--- src/rtl/cpu_pkg.sv ---
// cpu_pkg: shared types and constants for the CPU front end.
//   word_t         16-bit instruction/data word
//   addr_t         16-bit instruction address
//   fetch_state_t  fetch sequencer states (IDLE, RUN)
//   fetch_entry_t  instruction buffer payload {instr, pc}
//   RESET_PC_DEFAULT / FETCH_DEPTH  default fetch parameters
package cpu_pkg;

  typedef logic [15:0] word_t;
  typedef logic [15:0] addr_t;

  typedef enum logic {
    IDLE = 1'b0,
    RUN  = 1'b1
  } fetch_state_t;

  typedef struct packed {
    word_t instr;
    addr_t pc;
  } fetch_entry_t;

  localparam addr_t RESET_PC_DEFAULT = 16'h0000;
  localparam int    FETCH_DEPTH      = 2;

endpackage

--- src/rtl/fetch_fifo.sv ---
// fetch_fifo: two-entry instruction buffer between memory and the consumer.
//   clk        clock, rising edge
//   rst        asynchronous active-low reset, empties the buffer
//   flush      synchronous empty; wins over push and pop
//   push       write push_data at the tail
//   push_data  {instr, pc} entry to store
//   pop        drop the head entry
//   head       current head entry (registered storage, never X)
//   count      number of valid entries, 0..2
module fetch_fifo
  import cpu_pkg::*;
(
  input  logic         clk,
  input  logic         rst,
  input  logic         flush,
  input  logic         push,
  input  fetch_entry_t push_data,
  input  logic         pop,
  output fetch_entry_t head,
  output logic [1:0]   count
);

  fetch_entry_t entry [2];
  logic         wr_ptr;
  logic         rd_ptr;
  logic         do_push;
  logic         do_pop;

  // A full buffer may still accept a push when the head leaves in the same
  // cycle; the freed slot is exactly the one the write pointer points at.
  assign do_pop  = pop & (count != 2'd0);
  assign do_push = push & ((count != 2'd2) | do_pop);

  always_ff @(posedge clk or negedge rst) begin
    if (!rst) begin
      entry[0] <= '0;
      entry[1] <= '0;
      wr_ptr   <= 1'b0;
      rd_ptr   <= 1'b0;
      count    <= 2'd0;
    end else if (flush) begin
      wr_ptr <= 1'b0;
      rd_ptr <= 1'b0;
      count  <= 2'd0;
    end else begin
      if (do_push) begin
        entry[wr_ptr] <= push_data;
        wr_ptr        <= ~wr_ptr;
      end
      if (do_pop) begin
        rd_ptr <= ~rd_ptr;
      end
      count <= count + {1'b0, do_push} - {1'b0, do_pop};
    end
  end

  assign head = entry[rd_ptr];

endmodule

--- src/rtl/fetch_unit.sv ---
// fetch_unit: sequential instruction fetch with redirect and a 2-entry buffer.
//   clk          clock, rising edge
//   rst          asynchronous active-low reset
//   enable       1 = fetching permitted
//   mem_wen      memory busy with a write this cycle; no read is issued
//   mem_raddr    read address (the PC register)
//   mem_rdata    read data, valid the cycle after an issued read
//   redirect     flush and restart fetching at redirect_pc
//   redirect_pc  new PC, sampled while redirect=1
//   instr        instruction at the buffer head
//   instr_pc     address of instr
//   instr_valid  buffer non-empty
//   instr_ready  consumer accepts the head this cycle
// Only DEPTH=2 is supported; the buffer is fixed at two entries.
module fetch_unit
  import cpu_pkg::*;
#(
  parameter addr_t RESET_PC = RESET_PC_DEFAULT,
  parameter int    DEPTH    = FETCH_DEPTH
) (
  input  logic        clk,
  input  logic        rst,
  input  logic        enable,
  input  logic        mem_wen,
  output logic [15:0] mem_raddr,
  input  logic [15:0] mem_rdata,
  input  logic        redirect,
  input  logic [15:0] redirect_pc,
  output logic [15:0] instr,
  output logic [15:0] instr_pc,
  output logic        instr_valid,
  input  logic        instr_ready
);

  localparam logic [2:0] DEPTH_LIM = 3'(DEPTH);

  fetch_state_t state_q;
  fetch_state_t state_d;
  addr_t        pc;
  addr_t        pc_q;
  logic         inflight;
  logic         issue;
  logic         push;
  logic         pop;
  logic [1:0]   fifo_count;
  logic [2:0]   credit_used;
  fetch_entry_t head;
  fetch_entry_t push_entry;

  assign instr_valid = (fifo_count != 2'd0);
  assign pop         = instr_valid & instr_ready & ~redirect;
  assign push        = inflight & ~redirect;
  assign push_entry  = '{instr: mem_rdata, pc: pc_q};

  // Slots claimed by buffered entries plus the read in flight. The head
  // leaving this cycle returns its slot immediately, which is what lets the
  // unit sustain one instruction per cycle; the read issued now lands
  // next cycle, after that slot has been freed, so the buffer cannot overflow.
  assign credit_used = {1'b0, fifo_count} + {2'b0, inflight} - {2'b0, pop};

  always_ff @(posedge clk or negedge rst) begin
    if (!rst) begin
      state_q <= IDLE;
    end else begin
      state_q <= state_d;
    end
  end

  always_comb begin
    state_d = state_q;
    issue   = 1'b0;
    case (state_q)
      IDLE:    if (enable)  state_d = RUN;
      RUN:     if (!enable) state_d = IDLE;
      default: state_d = IDLE;
    endcase
    issue = (state_q == RUN) & ~mem_wen & ~redirect & (credit_used < DEPTH_LIM);
  end

  // Redirect wins over everything: the pending response is dropped by
  // clearing inflight, and issue is already suppressed combinationally.
  always_ff @(posedge clk or negedge rst) begin
    if (!rst) begin
      pc       <= RESET_PC;
      pc_q     <= '0;
      inflight <= 1'b0;
    end else if (redirect) begin
      pc       <= redirect_pc;
      inflight <= 1'b0;
    end else begin
      inflight <= issue;
      if (issue) begin
        pc   <= pc + 16'd1;
        pc_q <= pc;
      end
    end
  end

  fetch_fifo u_fifo (
    .clk       (clk),
    .rst       (rst),
    .flush     (redirect),
    .push      (push),
    .push_data (push_entry),
    .pop       (pop),
    .head      (head),
    .count     (fifo_count)
  );

  assign mem_raddr = pc;
  assign instr     = head.instr;
  assign instr_pc  = head.pc;

endmodule

--- config.mk ---
export PLATFORM = sky130hd
export DESIGN_NAME = fetch_unit
export DESIGN_NICKNAME = d
export VERILOG_FILES = /design/src/rtl/cpu_pkg.sv /design/src/rtl/fetch_fifo.sv /design/src/rtl/fetch_unit.sv
export SDC_FILE = /design/constraint.sdc
export NUM_CORES = 1
export LEC_CHECK = 0
export BUFFER_PORTS_ARGS = -buffer_cell sky130_fd_sc_hd__buf_2
export CORE_ASPECT_RATIO = 1.1
export CORE_MARGIN = 5
export CORE_UTILIZATION = 60
export CTS_CLUSTER_DIAMETER = 120
export DETAILED_ROUTE_END_ITERATION = 10
export HOLD_SLACK_MARGIN = 0.05
export PLACE_DENSITY = 0.85
export SYNTH_ARGS = -nofsm -noshare
export SYNTH_HDL_FRONTEND = slang
export SYNTH_SLANG_ARGS = --single-unit
--- constraint.sdc ---
create_clock -name clk -period 6.06 [get_ports clk]
set_input_delay 0.606 -clock clk [delete_from_list [all_inputs] [get_ports clk]]
set_output_delay 0.606 -clock clk [all_outputs]
set_load 0.03 [all_outputs]
### Word-level counts from Yosys, hierarchy flattened

Cells that the tools add are included.

| storage, ports and cells | value |
|---|---|
| input port bits | 38 |
| bits in writable memories | 0 |
| memories | 0 |
| logic and storage cells | 58 |
| latch bits | 0 |
| output and inout bits | 49 |
| bits in read-only memories | 0 |
| bits in registers | 102 |

| operators by class | value |
|---|---|
| shifts and indexed selects | 0 |
| multiply operators | 0 |
| divide/modulo/power cells | 0 |
| add/subtract/negate cells | 5 |
| reduce and logical (&&, ||, !) cells | 7 |
| eq/ne operators | 1 |
| $lt $le $gt $ge | 4 |
| bitwise gates (word level) | 15 |
| muxes and demuxes | 15 |

Operator list:

| operator | number |
|---|---|
| two-way mux 32 bit | 4 |
| bitwise mux 64 bit | 1 |
| demux 32 bit (select 1 bit) | 1 |
| two-way mux 16 bit | 2 |
| adder 16 x 1 -> 16 bit, second input constant | 1 |
| AND 1 bit | 8 |
| nonzero test 2 bit | 4 |
| two-way mux 1 bit | 6 |
| greater-or-equal comparator 2 bit, second input constant | 2 |
| inverter 1 bit | 4 |
| inverter 1 -> 2 bit | 2 |
| AND reduction 2 bit | 2 |
| adder 2 x 1 -> 3 bit | 1 |
| < comparator 3 x 2 -> 1 bit, second input constant | 1 |
| subtractor 3 x 1 -> 3 bit | 1 |
| adder 2 x 1 -> 2 bit | 1 |
| < comparator 2 x 1 -> 1 bit, second input constant | 1 |
| two-way mux 2 bit | 1 |
| != test 2 bit, second input constant | 1 |
| subtractor 2 x 1 -> 2 bit | 1 |
| logical AND 1 bit | 1 |
| OR 1 bit | 1 |

### Longest topological paths before layout

| depth | value |
|---|---|
| word-level depth | 9 |
| gate-level depth with buffers | 14 |
| depth with buffers taken out | 11 |

### Modules after synthesis

From an unflattened synthesis, not the netlist that was laid out.

| unflattened totals | value |
|---|---|
| cell total of the unflattened synthesis | 376 |
| area, all modules | 4843.4 µm² |

By module, submodules not included:

| module | instances | cells each | seq. area each (µm²) | area an instance (µm²) |
|---|---|---|---|---|
| fetch_fifo | 1 | 194 | 1701.6 | 3106.7 |
| fetch_unit | 1 | 182 | 850.8 | 1736.7 |

### Least setup slack after synthesis

No wires, ideal clock.

| timing path | value |
|---|---|
| path kind | input -> register |
| start | input redirect |
| end | register pc[14] (netlist: mem_raddr[14]) |
| cell stages on the path | 13 |
| arrival | 2.963 ns |
| required time | 5.935 ns |
| setup slack | 2.972 ns |
| buffers on the path | 4 |
| library setup time | 0.125 ns |
| path through | buf_6 clkbuf_1 nor2_1 ha_1 nand2b_1 fa_1 nand4bb_1 or2_1 buf_6 clkinv_2 buf_6 nand4_2 mux2_4 |

| on the way | value |
|---|---|
| longest elaborated chain between the ends | 6 |
| elaborated cells on any way between the ends | 8 |
| those cells by class | add/sub: 1; order compare: 1; mux: 1; bitwise: 4; reduce/logical: 1 |

RTL lines:

| what | RTL line | source |
|---|---|---|
| start, declared | fetch_unit.sv:27 | `input logic redirect,` |
| inverter 1 bit (no source line) | n/a |  |
| AND 1 bit | fetch_unit.sv:51 | `assign pop = instr_valid & instr_ready & ~redirect;` |
| subtractor 3 x 1 -> 3 bit | fetch_unit.sv:59 | `assign credit_used = {1'b0, fifo_count} + {2'b0, inflight} - {2'b0, pop};` |
| < comparator 3 x 2 -> 1 bit | fetch_unit.sv:77 | `issue = (state_q == RUN) & ~mem_wen & ~redirect & (credit_used < DEPTH_LIM);` |
| AND 1 bit | fetch_unit.sv:77 |  |
| nonzero test 2 bit (no source line) | n/a |  |
| end signal, assigned | fetch_unit.sv:88 | `pc <= redirect_pc;` |
| end signal, assigned | fetch_unit.sv:93 | `pc <= pc + 16'd1;` |
| end, declared | fetch_unit.sv:39 | `addr_t pc;` |

Parallel ways exist; a longest one is shown, timed or not.
A chain may end at the register's enable or synchronous reset.

### Worst setup path after layout

| timing path | value |
|---|---|
| start | register u_fifo.count[1] |
| end | register pc[5] (netlist: mem_raddr[5]) |

| on the way | value |
|---|---|
| longest elaborated chain between the ends | 7 |
| elaborated cells on any way between the ends | 8 |
| those cells by class | add/sub: 2; order compare: 1; bitwise: 3; reduce/logical: 2 |

RTL lines:

| what | RTL line | source |
|---|---|---|
| start, declared | fetch_fifo.sv:20 | `output logic [1:0] count` |
| start signal, assigned | fetch_fifo.sv:53 | `count <= count + {1'b0, do_push} - {1'b0, do_pop};` |
| nonzero test 2 bit | fetch_unit.sv:50 | `assign instr_valid = (fifo_count != 2'd0);` |
| AND 1 bit (2 in series) | fetch_unit.sv:51 |  |
| subtractor 3 x 1 -> 3 bit * | fetch_unit.sv:59 |  |
| < comparator 3 x 2 -> 1 bit * | fetch_unit.sv:77 |  |
| AND 1 bit * | fetch_unit.sv:77 |  |
| nonzero test 2 bit (no source line) * | n/a |  |

Mark *: on every way between the ends. The rest lies on a longest branch, timed or not.

==> results.toml <==
[run_status]
status = "finished clean"

[timing]
period_share = 0.676
tns_ns = 0
finalHoldViolCount = 0
tightest_slew_ns = 0.997
setup_violations = 0
relSlewSlack = 0.335
fmax_mhz = 244
maxSlewViolCount = 0
grt_setup_unrepaired = "no"
clock_skew_ns = 0.0135
min_period_ns = 4.10

[floorplan]
start_util = 0.611
dieArea_um2 = 9910
fp.dieH_um = 104
ioPinCount = 87
core_area_um2 = 7870
rows = 34
die_w_um = 95.4

[global_route]
grt-ovfl-total = 0
grt_pass1_wl_um = 15600
grt_pass1_vias = 3231
antenna_found_initial = 0
track_usage = 0.196
grt_max_degree = 71

[finish]
seqCellArea_um2 = 2550
syn2layout_area_growth_pct = 14.0
finalNonFillerCells = 569
fillers = 580
multi_input_area_um2 = 2060
final_net_count = 499
antenna_cells = 0
drive_gt1_frac = 0.451

[clock_tree]
numCtsBuffers = 9
clock-root-buffer = "clkbuf_8"
cts_buffer_depth = 2
cts_tree = "yes"
cts_hold_buf = 0
cts.repair.resized = 0
post_cts_buffers = 0
cts.htree.levels = 3
clkTransAtPathRegs_ns = 0.10
clock_sinks = 102
clkLatencyLatePin_ns = 0.35

[route]
drt_iter0_markers = 130
routed_wl_um = 9340
num_vias = 3123
antenna_left = 0
route.detailed.drc = 0
wl_per_cell_um = 16.4
drt_pass1_iterations = 4
vias_per_cell = 5.49

[logic_synthesis]
synthDistinctLibCells = 43
seq_area_frac_synth = 0.531
synth_fp_nets = 421
ys_seq_elements = 102
ys_warn_count = 0
synth_edf_count = 0
synthFlopType = "dfrtp_1"
synth_top_area_frac = 0.531
ys_top_cells_by_area = "dfrtp_1, mux2_2, mux2_4"
synth_top_area_cell = "dfrtp_1"
synth.cell_area_um2 = 4810
synthArstFlopShare = 1.00
syn_avg_cell_area_um2 = 12.7
synthCells = 378

[power]
combPwrFrac = 0.338
p_sw_frac = 0.343
seqPwrFrac = 0.448
power.clock.fraction = 0.214
ir_drop_v = 0.000183
power_per_cell_area_nw_per_um2 = 393
p_switching_uw = 739
p_leak_nw = 2.76
p_int_mw = 1.42

[critical_path]
crit_required_ns = 6.29
arrival_ns = 4.33
path_class = "flop to flop"
end_kind = "flop"
cp-start-kind = "flop"
worst-path-max-fanout = 33

[min_path]
hold_path.class = "input pin to async pin"

[place]
dp.cells = 553
gp_congestion = 0.855
dp_hpwl_um = 6320
io_buffer_count = 86

[job]
maxCapViolCount = 0
[per-layer routing]
layer  vias up  global-route usage  share of wire
met3         6              0.0297          0.064
li1       1489                   -              -
met4         0              0.0588         0.0084
met2       101               0.306           0.47
met5         -                   0              0
met1      1527               0.284           0.45
[cells by family (layout without fill, tap and decap cells)]
| family | count (synthesis) | count (layout) | synth area share |
|---|---|---|---|
| AO/OA/AOI/OAI | 38 | 38 | 0.0562 |
| XOR/XNOR | 5 | 5 | 0.00911 |
| adder cells (fa/ha/maj) | 5 | 5 | 0.0146 |
| buffers and inverters | 34 | 117 | 0.0421 |
| flip-flops | 102 | 102 | 0.531 |
| multiplexers | 97 | 97 | 0.251 |
| AND/OR/NAND/NOR | 97 | 97 | 0.0968 |
[power groups by stage]
stage	sequential [mW]	clock [mW]	combinational (mW)
detailed placement	0.978	0	0.735
CTS	0.965	0.471	0.740
global route	0.988	0.499	0.778
global placement	0.961	0	0.722
finish	0.966	0.461	0.729
floorplan	0.960	0	0.546
[cells in the mapped netlist (4+ instances only)]
master / n
buf_6: 9
inv_1: 9
ha_1: 4
a221o_1: 4
clkbuf_1: 10
mux2_4: 30
o21ai_0: 10
mux2_2: 67
nand3_1: 11
nor2_1: 6
dfrtp_1: 102
a22oi_1: 6
buf_2: 4
nand2_1: 53
[worst paths after layout]
| path | startpoint | end | slack (ns) | cells after the start |
|---|---|---|---|---|
| worst max-delay path | u_fifo.count[1] | mem_raddr[5] | 1.96 | 11 |
| worst min-delay path | rst | u_fifo.entry[30] | 0.17 | 1 |
| worst max register to register | u_fifo.count[1] | mem_raddr[5] | 1.96 | 11 |
| worst min register to register | u_fifo.entry[1] | u_fifo.entry[1] | 0.51 | 1 |
| max in group asynchronous | rst | u_fifo.entry[19] | 4.69 | 2 |
| min in group clk | enable | state_q | 0.36 | 1 |
[flip-flops by register name, summed over array words and instances (netlist names)]
name           cells
u_fifo.entry      64
pc_q              16
state_q            1
u_fifo.count       2
inflight           1
u_fifo.rd_ptr      1
u_fifo.wr_ptr      1
mem_raddr         16
[cell type report]
type / count / share of cell area
flip-flops and latches: 102 / 0.466
multi-input cells: 242 / 0.376
repair buffers: 91 / 0.0858
clock buffers: 10 / 0.0251
well taps: 108 / 0.0247
clock inverters: 6 / 0.0155
inverters: 10 / 0.00708
[layout by cell type (no fill, tap or decap), types with 6 or more instances in the layout]
| cell type | Yosys | layout |
|---|---|---|
| o21ai_0 | 10 | 10 |
| a22oi_1 | 6 | 6 |
| buf_2 | 4 | 85 |
| mux2_2 | 67 | 67 |
| nand3_1 | 11 | 11 |
| nand2_1 | 53 | 53 |
| inv_1 | 9 | 9 |
| nor2_1 | 6 | 6 |
| clkbuf_8 | 0 | 10 |
| dfrtp_1 | 102 | 102 |
| buf_4 | 0 | 6 |
| mux2_4 | 30 | 30 |
[stage by stage]
| step | instance area, um^2 | hold WS [ns] | utilization | power, mW | setup WS [ns] |
|---|---|---|---|---|---|
| floorplan | 4810 | 0.310 | - | 1.51 | 2.97 |
| global placement | 5260 | 0.481 | 0.668 | 1.68 | 2.01 |
| detailed placement | 5260 | 0.487 | 0.668 | 1.71 | 1.88 |
| CTS | 5480 | 0.176 | 0.697 | 2.18 | 1.95 |
| global route | 5480 | 0.201 | 0.697 | 2.26 | 1.66 |
| finish | 5480 | 0.173 | 0.697 | 2.16 | 1.96 |
[critical path, stage by stage, from the launching register on]
cell and delay, ns:
dfrtp_1 0.46, or2_2 0.31, nand2_1 0.12, nor2_1 0.06
ha_1 0.28, nand2b_1 0.16, fa_1 0.37, xor2_1 0.19
or2_1 0.79, clkinv_2 0.64, a21o_1 0.31, a221o_1 0.29
Note: power is estimated with default switching activity, not from simulation.
